===== config.mk =====
export PLATFORM = sky130hd
export DESIGN_NAME = reset_sequencer
export DESIGN_NICKNAME = d
export VERILOG_FILES = /design/src/rtl/reset_sequencer.sv
export SDC_FILE = /design/constraint.sdc
export NUM_CORES = 1
export LEC_CHECK = 0
export CAP_MARGIN = 20
export CELL_PAD_IN_SITES_DETAIL_PLACEMENT = 0
export CELL_PAD_IN_SITES_GLOBAL_PLACEMENT = 2
export CORE_ASPECT_RATIO = 1.5
export CORE_MARGIN = 10
export CORE_UTILIZATION = 40
export DETAILED_ROUTE_END_ITERATION = 8
export PLACE_DENSITY = 0.94
export SLEW_MARGIN = 10
export SYNTH_ARGS = -nofsm -noshare
export SYNTH_HDL_FRONTEND = slang
export SYNTH_SLANG_ARGS = --single-unit

===== constraint.sdc =====
create_clock -name clock -period 3.1 [get_ports clock]
set_input_delay 0.62 -clock clock [delete_from_list [all_inputs] [get_ports clock]]
set_output_delay 0.62 -clock clock [all_outputs]
set_load 0.005 [all_outputs]

===== src/rtl/reset_sequencer.sv =====
`default_nettype none
// ============================================================================
// Module   : reset_sequencer
// Purpose  : Debounced push-button reset sequencer with halt control for an MCU.
// Revision : 1.0 - initial release
// ============================================================================
module reset_sequencer #(
    parameter int DEBOUNCE_CYCLES    = 500000,
    parameter int RESET_HOLD_CYCLES  = 16,
    parameter int BUTTON_ACTIVE_HIGH = 1
) (
    input  logic clock,
    input  logic reset,
    input  logic button_in,
    input  logic halt_request,
    output logic mcu_reset,
    output logic mcu_halt,
    output logic ready
);

    localparam int DB_W   = (DEBOUNCE_CYCLES > 1) ? $clog2(DEBOUNCE_CYCLES) : 1;
    localparam int HOLD_W = (RESET_HOLD_CYCLES > 1) ? $clog2(RESET_HOLD_CYCLES) : 1;
    localparam logic [DB_W-1:0]   DB_LAST   = DB_W'(DEBOUNCE_CYCLES - 1);
    localparam logic [HOLD_W-1:0] HOLD_LAST = HOLD_W'(RESET_HOLD_CYCLES - 1);

    generate
        if (DEBOUNCE_CYCLES < 1) begin : g_bad_debounce
            $error("reset_sequencer: DEBOUNCE_CYCLES must be >= 1");
        end
        if (RESET_HOLD_CYCLES < 1) begin : g_bad_hold
            $error("reset_sequencer: RESET_HOLD_CYCLES must be >= 1");
        end
    endgenerate

    typedef enum logic [1:0] {
        ST_HOLD   = 2'd0,
        ST_RUN    = 2'd1,
        ST_HALTED = 2'd2
    } state_e;

    logic              sync1_q;
    logic              sync2_q;
    logic              btn_sync;
    logic              btn_stable_q;
    logic              btn_stable_d;
    logic [DB_W-1:0]   db_cnt_q;
    logic [DB_W-1:0]   db_cnt_d;
    logic              press_event;
    logic [HOLD_W-1:0] hold_cnt_q;
    logic [HOLD_W-1:0] hold_cnt_d;
    state_e            state_q;
    state_e            state_d;
    logic              mcu_reset_q;
    logic              mcu_halt_q;
    logic              ready_q;

    assign btn_sync = (BUTTON_ACTIVE_HIGH != 0) ? sync2_q : ~sync2_q;

    // Terminal count is reached only while the levels differ, so the counter
    // can never run past DB_LAST.
    always_comb begin
        btn_stable_d = btn_stable_q;
        db_cnt_d     = '0;
        press_event  = 1'b0;
        if (btn_sync != btn_stable_q) begin
            if (db_cnt_q == DB_LAST) begin
                btn_stable_d = ~btn_stable_q;
                press_event  = ~btn_stable_q;
            end else begin
                db_cnt_d = db_cnt_q + 1'b1;
            end
        end
    end

    always_ff @(posedge clock) begin
        if (reset) begin
            sync1_q      <= 1'b0;
            sync2_q      <= 1'b0;
            btn_stable_q <= 1'b0;
            db_cnt_q     <= '0;
        end else begin
            sync1_q      <= button_in;
            sync2_q      <= sync1_q;
            btn_stable_q <= btn_stable_d;
            db_cnt_q     <= db_cnt_d;
        end
    end

    always_comb begin
        state_d    = state_q;
        hold_cnt_d = hold_cnt_q;
        if (press_event) begin
            state_d    = ST_HOLD;
            hold_cnt_d = '0;
        end else begin
            case (state_q)
                ST_HOLD: begin
                    if (btn_stable_q) begin
                        hold_cnt_d = '0;
                    end else if (hold_cnt_q == HOLD_LAST) begin
                        hold_cnt_d = '0;
                        state_d    = halt_request ? ST_HALTED : ST_RUN;
                    end else begin
                        hold_cnt_d = hold_cnt_q + 1'b1;
                    end
                end
                ST_RUN: begin
                    hold_cnt_d = '0;
                    if (halt_request) begin
                        state_d = ST_HALTED;
                    end
                end
                ST_HALTED: begin
                    hold_cnt_d = '0;
                    if (!halt_request) begin
                        state_d = ST_RUN;
                    end
                end
                default: begin
                    state_d    = ST_HOLD;
                    hold_cnt_d = '0;
                end
            endcase
        end
    end

    // Outputs decode the next state so they switch on the same edge as state_q.
    always_ff @(posedge clock) begin
        if (reset) begin
            state_q     <= ST_HOLD;
            hold_cnt_q  <= '0;
            mcu_reset_q <= 1'b1;
            mcu_halt_q  <= 1'b0;
            ready_q     <= 1'b0;
        end else begin
            state_q     <= state_d;
            hold_cnt_q  <= hold_cnt_d;
            mcu_reset_q <= (state_d == ST_HOLD);
            mcu_halt_q  <= (state_d == ST_HALTED);
            ready_q     <= (state_d == ST_RUN);
        end
    end

    assign mcu_reset = mcu_reset_q;
    assign mcu_halt  = mcu_halt_q;
    assign ready     = ready_q;

endmodule
`default_nettype wire


== Word level (Yosys, flattened, before mapping) ==
Index checks and enable logic that the tools add are counted.

* $add $sub $neg: 2
* Equality and inequality tests: 7
* Muxes and demuxes: 9
* Bitwise gates (word level): 3
* Reductions and logical operators: 5

{| class="wikitable"
|+ Operators with widths
! cell !! number
|-
| 19-bit by 1-bit adder with 19-bit output, second input constant || 1
|-
| 19-bit == test, second input constant || 1
|-
| 2-bit 2-to-1 mux || 6
|-
| 2-bit case mux with 3 select lines || 1
|-
| 5-bit OR reduction || 1
|-
| 4-bit by 1-bit adder with 4-bit output, second input constant || 1
|-
| 2-bit by 1-bit == test with 1-bit output, second input constant || 2
|-
| 2-bit == test, second input constant || 2
|-
| 4-bit == test, second input constant || 1
|-
| 2-bit logical NOT || 2
|-
| 1-bit NOT || 3
|-
| 3-bit OR reduction || 1
|-
| 1-bit 2-to-1 mux || 2
|-
| 2-bit AND reduction || 1
|-
| 1-bit inequality test || 1
|}

* Register bits: 31
* Input port bits: 4
* Output and inout port bits: 3
* Logic and storage cells: 35

== Longest topological paths before layout ==
* Word-level depth: 6
* Gate-level depth with buffers: 6
* Mapped depth without buffers: 5

== Least setup slack after synthesis ==
No wires, ideal clock.

* Path type: flip-flop to flip-flop
* From: reg db_cnt_q[0]
* To: reg db_cnt_q[10]
* Library setup time: 0.115 ns
* Arrival: 1.557 ns
* Required time: 2.985 ns
* Slack: 1.428 ns
* Stages on the path, launching flop included: 7
* Buffers on the path: 1
* Period minus slack after synthesis: 1.672 ns
* Cell sequence: dfxtp_1 > ha_1 > and4_4 > nand4_4 > o211ai_2 > buf_6 > nor2_1

* Cells in the longest elaborated chain, start to end: 2
* Elaborated cells on any way between the ends: 3
* Classes of those cells: add/sub: 1; eq/ne: 1; reduce/logical: 1

{| class="wikitable"
|+ Ends and longest elaborated chain
! what !! line !! RTL
|-
| from (decl) || 46 || <nowiki>logic [DB_W-1:0] db_cnt_q;</nowiki>
|-
| from (signal assigned) || 85 || <nowiki>db_cnt_q <= db_cnt_d;</nowiki>
|-
| branches (longest 2 deep; another with 19-bit by 1-bit adder with 19-bit output) || - ||
|}

Several ways; the timed one is not identified.
A chain may end at the register's enable or synchronous reset.

== Worst setup path after layout ==
* From: reg db_cnt_q[0]
* To: reg db_cnt_q[2]

Same word-level chain as after synthesis.

==> reports/qor.txt <==
Crit start category -> register
Complex-gate fraction of the synthesized area -> 8.000%
Multi-input gate area -> 701.9 um^2
Crit path capture type -> register
# rows -> 25
Synthesized cell area -> 1345 um^2
Register area -> 620.6 um^2
Final ANT Viol Nets -> 0
Hold Buf Count CTS -> 0
Slew @ Worst Pin -> 0.8039 ns
Critical-path maximum fanout -> 19
Part of the power in registers -> 56.1%
Peak supply drop -> 0.0003015 V
Final hold slack -> 0.4523 ns
Buf/Inv on CP -> 0
Share of layout cells above drive strength 1 -> 9.091%
Synthesis Warnings -> 0
Post-Synth Adder-Cell Area -> 1.860%
Fin. max-slew vios -> 0
Most frequent cells in the layout -> dfxtp_1, nor2_1, nand2_1
MaxCap Viol Count -> 0
Vias -> 1015
GRT overflow -> 0
Crit path largest cell delay -> 0.70 ns
CTS root buffer -> clkbuf_8
Critical path class -> register to register
Cell taking the most area after synthesis -> dfxtp_1
CTS tree -> built
CTS Buf Count -> 5
Internal power -> 569.9 uW
First-pass DRT Iterations -> 5
Clock Power Share -> 41.2%
Mean post-synth cell area -> 9.539 um^2
Post-Layout Cell Count -> 194
Relative slew slack -> 46.25%
Top Ports -> 7
Post-CTS setup buffers -> 0
Max Clock Skew -> 0.002909 ns
Vias per cell -> 5.232
DRC Markers -> 0
Final setup viols -> 0
Peak Freq -> 491.3 MHz
NumNets Final -> 159
Pin count of the biggest net entering global routing -> 20
Area grow syn2layout -> 13.40%
Area share of the largest cell type after synthesis -> 46.14%
Clock Pin Slew Worst Setup and Hold Paths -> 0.06 ns
Gpl congestion -> 0.8103
Synth unique cells -> 29
Wire per inst -> 12.60 um
Core Footprint -> 3191 um^2
Unrepaired setup endpoints after global routing -> false
Critical path cell sequence -> ha_1, and4_4, nand4_4, o211ai_2, nor2_1
Worst slack, placed -> 1.046 ns
Fin. Hold Viols -> 0
Initial Util -> 42.16%
Die Ht -> 91.02 um
Largest family of logic cells by synthesized area -> simple AND/OR/NAND/NOR gates
Crit path max-delay cell type -> o211ai_2
First-pass GRT wire length -> 4485 um
# resized after CTS -> 0
First DRT Iteration DRCs -> 28
Crit share post-route -> 65.66%
H-tree depth -> 2
P_leak -> 0.5340 nW
Async SR Flop Fraction -> 0%
Final WS setup -> 1.064 ns
Core Util, Final -> 47.80%
FILL cells -> 354
Yosys reg bits -> 31
DP HPWL -> 1753 um
Syn Nets -> 147
Worst Path Required -> 3.24 ns
ANT cells -> 0
Area contributors post-synth -> dfxtp_1, nor2_1, xor2_1, xnor2_1, nand4_4
Placed Instances -> 186
Critical path's top delay family -> compound AO/OA/AOI/OAI gates
CTS Sinks -> 31
Clk Latency, worst-skew pair -> 0.28 ns
Worst R2R Setup Slack -> 1.06 ns
Die area -> 6130 um^2
Switching pwr -> 154.8 uW
Post-DP Area -> 1444 um^2
HP Class -> register to register
Comb power frac -> 2.6%
Tot Pwr -> 724.7 uW
Final std cell area, no fill -> 1525 um^2
PortBufs -> 6
Post-synthesis simple-gate area fraction -> 32.56%
Mux share of post-synthesis cell area -> 0%
Switch share -> 21.36%
Setup TNS -> 0 ns
Minimum clock period -> 2.036 ns
XOR/XNOR Fraction of Synth Area -> 9.767%
Final wirelength -> 2444 um
Vias in the first global route -> 1042
DIE WIDTH -> 67.35 um
PD cells -> 475.1 nW/um^2
Antenna violations before repair -> 0
Post-synth EDFFs -> 0
GRT Util Overall -> 9.328%
Commonest register cell after synthesis -> dfxtp_1
Data arrival time of the critical path -> 2.17 ns
Mapped Cells -> 141
Register area share after synthesis -> 46.14%
Most common cell after layout, fill and taps aside -> dfxtp_1
Longest Clk Path Bufs -> 2
Status -> finished clean
[cells by family (layout without fill, tap and decap cells)]
logic type	Yosys count	in the layout
AOI/OAI and AO/OA	15	15
xor gates and xnor gates	15	15
adders and majority gates	2	2
buffers and inverters	4	17
DFF	31	31
and+or+nand+nor	74	74
[area by class of cell]
class | instances | share of cell area, %
well taps | 40 | 3.281
clock inverters | 1 | 0.3281
clock buffers | 7 | 5.004
multi-input cells | 106 | 46.02
inverters | 3 | 0.7383
flip-flops and latches | 31 | 40.69
repair buffers | 6 | 3.938
[Yosys cell counts, types with 3 or more instances]
master   count
o21ai_0      5
inv_1        3
dfxtp_1     31
nor3b_1      3
nand3_1      7
or3_1        6
and2_1       3
xnor2_1      6
nand2_1     11
xor2_1       9
a21oi_1      7
nor4_1       4
nor2_1      21
nand4_1      4
[sequential cells by signal, summed over array words and instances, names as in the netlist]
| name | count |
|---|---|
| btn_stable_q | 1 |
| btn_sync | 1 |
| db_cnt_q | 19 |
| hold_cnt_q | 4 |
| mcu_halt | 1 |
| mcu_reset | 1 |
| ready | 1 |
| state_q | 2 |
| sync1_q | 1 |
[worst paths after layout]
check                                 start           to  cells past startpoint
worst max-delay path            db_cnt_q[0]  db_cnt_q[2]                      5
worst min-delay path                sync1_q     btn_sync                      1
worst max register to register  db_cnt_q[0]  db_cnt_q[2]                      5
worst min register to register      sync1_q     btn_sync                      1
[layer usage]
layer  global-route usage, %  part of all wire (%)  vias up
met5                       0                     0        -
met4                   5.670                   2.6        0
met3                   3.690                   4.0        6
li1                        -                     -      520
met2                   16.11                    54       17
met1                   8.769                    39      472
[power by group through the flow]
stage | logic, mW | clock network, mW | registers [mW]
floorplan | 0.0132 | 0 | 0.415
global placement | 0.0191 | 0 | 0.416
detailed placement | 0.0194 | 0 | 0.416
CTS | 0.0196 | 0.315 | 0.407
global route | 0.0220 | 0.332 | 0.407
finish | 0.0192 | 0.299 | 0.407
Note: power is estimated with default switching activity, not from simulation.
